===== src/rtl/oqpsk_pkg.sv =====
// Shared types and default framing constants for the OQPSK frame sequencer.
// The constants match the modulator's default framing.
package oqpsk_pkg;

  typedef enum logic [2:0] {
    IDLE,
    PREAMBLE,
    SYNC,
    PAYLOAD,
    TAIL
  } state_t;

  localparam int          DEF_BIT_DIV       = 8;
  localparam int          DEF_PREAMBLE_BITS = 32;
  localparam int          DEF_SYNC_LEN      = 16;
  localparam logic [31:0] DEF_SYNC_WORD     = 32'h0000D391;
  localparam int          DEF_TAIL_BITS     = 16;

  function automatic int max4(input int a, input int b, input int c, input int d);
    int m;
    m = a;
    if (b > m) m = b;
    if (c > m) m = c;
    if (d > m) m = d;
    return m;
  endfunction

endpackage


===== src/rtl/oqpsk_frame_ctrl_bit_tick.sv =====
// Bit-period divider: strobes on the last clock of every BIT_DIV-clock bit.
// The strobe is held clear while the frame is not active.
module oqpsk_bit_tick #(
  parameter int BIT_DIV = 8
) (
  input  logic clk,
  input  logic rst_n,
  input  logic en,
  output logic bit_stb
);

  localparam int TW = $clog2(BIT_DIV);

  logic [TW-1:0] tick_q;

  always_ff @(posedge clk or negedge rst_n) begin
    if (!rst_n) begin
      tick_q <= '0;
    end else if (!en || tick_q == TW'(BIT_DIV - 1)) begin
      tick_q <= '0;
    end else begin
      tick_q <= tick_q + 1'b1;
    end
  end

  assign bit_stb = en && (tick_q == TW'(BIT_DIV - 1));

endmodule


===== src/rtl/oqpsk_frame_ctrl.sv =====
// Frame sequencer for the OQPSK modulator: preamble, sync word, payload
// (MSB-first) and zero tail on mod_bit, with mod_en gating the whole frame.
module oqpsk_frame_ctrl
  import oqpsk_pkg::*;
#(
  parameter int          BIT_DIV       = DEF_BIT_DIV,
  parameter int          PREAMBLE_BITS = DEF_PREAMBLE_BITS,
  parameter int          SYNC_LEN      = DEF_SYNC_LEN,
  parameter logic [31:0] SYNC_WORD     = DEF_SYNC_WORD,
  parameter int          TAIL_BITS     = DEF_TAIL_BITS
) (
  input  logic       CLK,
  input  logic       RST,
  input  logic       start,
  input  logic [7:0] len,
  input  logic [7:0] byte_data,
  input  logic       byte_valid,
  output logic       byte_ready,
  output logic       mod_en,
  output logic       mod_bit,
  output logic       busy,
  output logic       done,
  output logic       underrun
);

  localparam int BITS_MAX = max4(PREAMBLE_BITS, SYNC_LEN, TAIL_BITS, 8);
  localparam int CW       = $clog2(BITS_MAX);

  state_t        state_q, state_d;
  logic [CW-1:0] bit_cnt;
  logic [CW-1:0] bit_lim;
  logic [7:0]    len_q;
  logic [7:0]    fetched_q;
  logic [7:0]    sent_q;
  logic [7:0]    hold_q;
  logic          hold_full;
  logic [7:0]    pay_sr;
  logic [31:0]   sync_sr;
  logic          bit_stb;
  logic          bit_last;
  logic          need_byte;
  logic          load_byte;
  logic          miss_byte;
  logic          byte_xfer;

  oqpsk_bit_tick #(
    .BIT_DIV (BIT_DIV)
  ) u_bit_tick (
    .clk     (CLK),
    .rst_n   (RST),
    .en      (busy),
    .bit_stb (bit_stb)
  );

  assign busy       = (state_q != IDLE);
  assign byte_ready = busy && !hold_full && (fetched_q < len_q) && (state_q != TAIL);
  assign byte_xfer  = byte_valid && byte_ready;

  always_comb begin
    bit_lim   = '0;
    state_d   = state_q;
    case (state_q)
      PREAMBLE: bit_lim = CW'(PREAMBLE_BITS - 1);
      SYNC:     bit_lim = CW'(SYNC_LEN - 1);
      PAYLOAD:  bit_lim = CW'(7);
      TAIL:     bit_lim = CW'(TAIL_BITS - 1);
      default:  bit_lim = '0;
    endcase

    bit_last  = bit_stb && (bit_cnt == bit_lim);
    // A byte is needed when sync ends with payload pending or a byte ends short of len.
    need_byte = bit_last && (((state_q == SYNC) && (len_q != 8'd0)) ||
                             ((state_q == PAYLOAD) && (sent_q != len_q)));
    load_byte = need_byte && hold_full;
    miss_byte = need_byte && !hold_full;

    case (state_q)
      IDLE:     if (start)    state_d = PREAMBLE;
      PREAMBLE: if (bit_last) state_d = SYNC;
      SYNC:     if (bit_last) state_d = load_byte ? PAYLOAD : TAIL;
      PAYLOAD:  if (bit_last && !load_byte) state_d = TAIL;
      TAIL:     if (bit_last) state_d = IDLE;
      default:  state_d = IDLE;
    endcase
  end

  always_ff @(posedge CLK or negedge RST) begin
    if (!RST) begin
      state_q <= IDLE;
    end else begin
      state_q <= state_d;
    end
  end

  always_ff @(posedge CLK or negedge RST) begin
    if (!RST) begin
      bit_cnt   <= '0;
      len_q     <= '0;
      fetched_q <= '0;
      sent_q    <= '0;
      hold_q    <= '0;
      hold_full <= 1'b0;
      pay_sr    <= '0;
      sync_sr   <= '0;
      mod_en    <= 1'b0;
      mod_bit   <= 1'b0;
      done      <= 1'b0;
      underrun  <= 1'b0;
    end else begin
      done <= 1'b0;
      if (state_q == IDLE) begin
        if (start) begin
          len_q     <= len;
          fetched_q <= '0;
          sent_q    <= '0;
          hold_full <= 1'b0;
          bit_cnt   <= '0;
          mod_en    <= 1'b1;
          mod_bit   <= 1'b1;
          underrun  <= 1'b0;
        end
      end else begin
        if (byte_xfer) begin
          hold_q    <= byte_data;
          hold_full <= 1'b1;
          fetched_q <= fetched_q + 8'd1;
        end
        if (load_byte) begin
          pay_sr    <= {hold_q[6:0], 1'b0};
          hold_full <= 1'b0;
          sent_q    <= sent_q + 8'd1;
        end
        if (miss_byte) underrun <= 1'b1;

        if (bit_stb) begin
          bit_cnt <= bit_last ? '0 : bit_cnt + 1'b1;
          case (state_q)
            PREAMBLE: begin
              if (bit_last) begin
                mod_bit <= SYNC_WORD[SYNC_LEN-1];
                sync_sr <= SYNC_WORD << 1;
              end else begin
                mod_bit <= ~mod_bit;
              end
            end
            SYNC: begin
              if (bit_last) begin
                mod_bit <= load_byte & hold_q[7];
              end else begin
                mod_bit <= sync_sr[SYNC_LEN-1];
                sync_sr <= sync_sr << 1;
              end
            end
            PAYLOAD: begin
              if (bit_last) begin
                mod_bit <= load_byte & hold_q[7];
              end else begin
                mod_bit <= pay_sr[7];
                pay_sr  <= pay_sr << 1;
              end
            end
            TAIL: begin
              mod_bit <= 1'b0;
              // The last tail bit has flushed the filter; release the modulator.
              if (bit_last) begin
                mod_en <= 1'b0;
                done   <= 1'b1;
              end
            end
            default: mod_bit <= 1'b0;
          endcase
        end
      end
    end
  end

endmodule


===== config.mk =====
export PLATFORM = sky130hd
export DESIGN_NAME = oqpsk_frame_ctrl
export DESIGN_NICKNAME = d
export VERILOG_FILES = /design/src/rtl/oqpsk_pkg.sv /design/src/rtl/oqpsk_frame_ctrl_bit_tick.sv /design/src/rtl/oqpsk_frame_ctrl.sv
export SDC_FILE = /design/constraint.sdc
export NUM_CORES = 1
export LEC_CHECK = 0
export ABC_AREA = 1
export ABC_CLOCK_PERIOD_IN_PS = 2700
export CELL_PAD_IN_SITES_DETAIL_PLACEMENT = 1
export CELL_PAD_IN_SITES_GLOBAL_PLACEMENT = 1
export CORE_MARGIN = 2
export CORE_UTILIZATION = 35
export CTS_CLUSTER_DIAMETER = 100
export DETAILED_ROUTE_END_ITERATION = 16
export PLACE_DENSITY_LB_ADDON = 0.1
export SKIP_LAST_GASP = 1
export SLEW_MARGIN = 10
export SYNTH_ARGS = -nofsm -noshare
export SYNTH_HDL_FRONTEND = slang
export SYNTH_HIERARCHICAL = 1
export SYNTH_SLANG_ARGS = --single-unit

===== constraint.sdc =====
create_clock -name CLK -period 2.7 [get_ports CLK]
set_input_delay 0.675 -clock CLK [delete_from_list [all_inputs] [get_ports CLK]]
set_output_delay 0.675 -clock CLK [all_outputs]
set_load 0.005 [all_outputs]

==> flow_summary_export.csv <==
group,metric,value,unit
run_status,status,"complete, no violations",
pwr,p_seq_share,50.5,%
clock_network,clock_path_buffers,2,
finish,diodes,0,
clock_network,cts_buffers,9,
finish,area_growth_syn_to_layout,19.0,%
logic_synthesis,yosysTopAreaCell,"dfrtp_1",
placed_design,place.gp.congestion,0.749,
job,maxCapViolCount,0,
floorplanning,die_w,106,um
setup_path,cp-end-kind,"output pin",
setup_path,crit_path_start,"state_q[0]$_DFFE_PN0P_",
logic_synthesis,syn_area,0.00367,sq mm
global_routing,grt_start_max_net_pins,39,
pwr,p_sw,0.000486,W
routing,drc,0,
sta,setup_viol,0,
routing,antenna_left,0,
clock_network,clk_root_buffer_cell,"clkbuf_8",
sta,layout_setup_ws,114,ps
sta,slew_violations,0,
pwr,intPower,0.00166,W
finish,final_cell_area,0.00437,sq mm
global_routing,overflow,0,
setup_path,path_class,"reg -> out",
floorplanning,std_cell_rows,37,
floorplanning,dieArea,0.0113,sq mm
clock_network,ctsHoldBuffers,0,
logic_synthesis,synth_top_area_share,48.4,%
pwr,p_per_area,492,mW/mm^2
logic_synthesis,syn_nets,499,
sta,fin_skew,9.87,ps
placed_design,placed_area,0.00413,sq mm
routing,dr.pass1.iters,4,
logic_synthesis,synth.avg_cell_area,7.87,sq um
floorplanning,chipHeight,106,um
routing,viasPerCell,4.73,
finish,multi_input_area,0.00162,sq mm
sta,finalHoldViolCount,0,
floorplanning,core-area,0.0103,sq mm
min_path,hold_path_class,"in -> async",
routing,vias,3047,
clock_network,cts_tree,"built",
floorplanning,io_pins,26,
logic_synthesis,synth-edff-count,0,
sta,final.min_clock_period,2590,ps
pwr,combPwrFrac,4.1,%
pwr,vdd_drop_max,0.282,mV
routing,drt_iter0_drc,67,
logic_synthesis,yosysWarnings,6,
placed_design,place_ws,111,ps
routing,finalWirelength,8820,um
global_routing,grt_pass1_wl,15700,um
finish,drive_above_1_share,10.8,%
pwr,clockPowerShare,45.4,%
sta,max_slew_margin,59.0,%
sta,grt_setup_unrepaired,"true",
finish,final_nets,535,
global_routing,grt_pass1_vias,3264,
logic_synthesis,seq_area_frac_synth,48.4,%
finish,num-fill-cells,1286,
clock_network,ctsHtreeMaxLevel,3,
logic_synthesis,ys_ff_latch,71,
placed_design,port_buffers,25,
clock_network,clkTransAtPathRegs,80,ps
clock_network,clk-insertion-delay-late,350,ps
setup_path,reg2reg_from,"state_q[0]$_DFFE_PN0P_",
finish,regArea,0.00178,sq mm
logic_synthesis,ys.flop_type,"dfrtp_1",
setup_path,cp_data_arrival_time,1910,ps
sta,achievable-frequency,0.387,GHz
logic_synthesis,synth_cells,467,
pwr,p_leak,2.29,nW
setup_path,start_kind,"flip-flop",
pwr,finalPower,0.00215,W
clock_network,cts_num_sinks,71,
logic_synthesis,ys_types,31,
sta,fin_crit_sh,95.8,%
placed_design,hpwl,6420,um
routing,wl_per_cell,13.7,um
logic_synthesis,async_reset_ff_share,100,%
sta,worstMarginPinSlew,615,ps
floorplanning,start_util,35.7,%
setup_path,worstPathRequired,2030,ps
global_routing,track_usage,17.5,%
global_routing,antenna_found_initial,0,
pwr,switching_share,22.6,%
setup_path,crit_fanout,10,
logic_synthesis,synthTopCellsByArea,"dfrtp_1 48%, nand2_1 15%, inv_1 5.3%",
placed_design,place_inst,627,
finish,stdcell_count,644,
## power groups by stage
| stage | logic (W) | registers, W | clock network (W) |
|---|---|---|---|
| 2_1_floorplan | 0.0000276 | 0.00110 | 0 |
| 3_3_place_gp | 0.0000895 | 0.00111 | 0 |
| 3_5_place_dp | 0.0000919 | 0.00111 | 0 |
| 4_1_cts | 0.0000927 | 0.00109 | 0.00101 |
| 5_1_grt | 0.000103 | 0.00109 | 0.00106 |
| 6_report | 0.0000891 | 0.00109 | 0.000975 |
## flip-flops by register name (all words and copies together) (netlist names)
name / cells
sync_sr: 15
fetched_q: 8
hold_q: 8
len_q: 8
pay_sr: 8
sent_q: 8
bit_cnt: 5
state_q: 3
u_bit_tick/tick_q: 3
done: 1
hold_full: 1
mod_bit: 1
mod_en: 1
underrun: 1
## cell usage after synthesis (2+ instances only)
cell type	count
a21oi_1	7
buf_2	5
clkbuf_1	7
dfrtp_1	71
ha_1	12
inv_1	52
inv_2	7
nand2_1	150
nand2_2	3
nand3_1	33
nand3_2	2
nand4_1	15
nor2_1	29
nor2_2	3
nor3_1	4
o21ai_0	21
o21ai_1	22
xnor2_1	7
xor2_1	5
## path summary, 6_finish.rpt
| path | endpoint | slack, ps | depth (start not counted) |
|---|---|---|---|
| setup / recovery | busy | 110 | 5 |
| hold / removal | bit_cnt[2]$_DFFE_PN0P_ | 330 | 1 |
| setup reg to reg | sent_q[4]$_DFFE_PN0P_ | 290 | 14 |
| hold reg to reg | u_bit_tick/tick_q[0]$_DFF_PN0_ | 430 | 1 |
| max in group asynchronous | underrun$_DFFE_PN0P_ | 1730 | 2 |
| min in group CLK | u_bit_tick/tick_q[0]$_DFF_PN0_ | 430 | 1 |
## cells in the final DEF (no fill, tap or decap), types with 2 or more instances in the layout
cell type,count
clkdlybuf4s50_1,23
nand2_1,150
buf_4,13
xnor2_1,7
nand3_1,33
inv_1,49
nor2_1,28
ha_1,12
nand4_1,15
clkbuf_8,10
nor2_4,2
nor2_2,3
nor3_1,4
o21ai_0,21
inv_2,10
nand3_2,2
a21oi_1,7
bufinv_16,2
xor2_1,5
o21ai_1,22
dfrtp_1,71
nand2_2,3
## critical path, cell delays in order, from the launching register on
cell and delay, ps:
dfrtp_1 480, nor2_4 220, inv_2 80, nor2_2 170, inv_2 150, clkdlybuf4s50_1 470
## routing by layer
metal	part of all wire (%)	routed length, um	global-route usage, %	vias to the layer above
met2	47	4140	28.5	21
li1	-	-	-	1553
met4	1.1	100	6.86	0
met5	0	0	0	-
met1	50	4430	23.4	1465
met3	1.6	144	2.76	8
## per-stage QoR
| stage | hold WS [ps] | util (%) | TNS [ps] |
|---|---|---|---|
| global route | 361 | 42.5 | -62.7 |
| detailed placement | 430 | 40.2 | 0 |
| floorplan | 379 | - | 0 |
| finish | 331 | 42.5 | 0 |
| CTS | 340 | 42.5 | 0 |
| global placement | 418 | 40.2 | 0 |
## cell families (layout without fill, tap and decap cells)
family	Yosys count	count (layout)	synth area share [%]
simple gates	245	245	29.0
buf+inv	73	114	7.94
flops	71	71	48.4
compound gates	54	54	7.73
fa+ha+maj	12	12	4.09
xor+xnor	12	12	2.86
## timing repair
action                     in CTS  in global routing
setup endpoints to repair       2                  2
gates cloned                    0                  0
buffers inserted                1                  0
pin swaps                       1                  0
gates resized for setup         5                  3
## area by class of cell
cell class | count | area share [%]
Sequential cell | 71 | 40.6
Clock inverter | 5 | 1.86
Clock buffer | 11 | 3.23
Inverter | 59 | 5.07
Timing Repair Buffer | 39 | 8.27
Multi-Input combinational cell | 323 | 37.0
Tap cell | 136 | 3.89
Power figures use the tool's default switching activity.
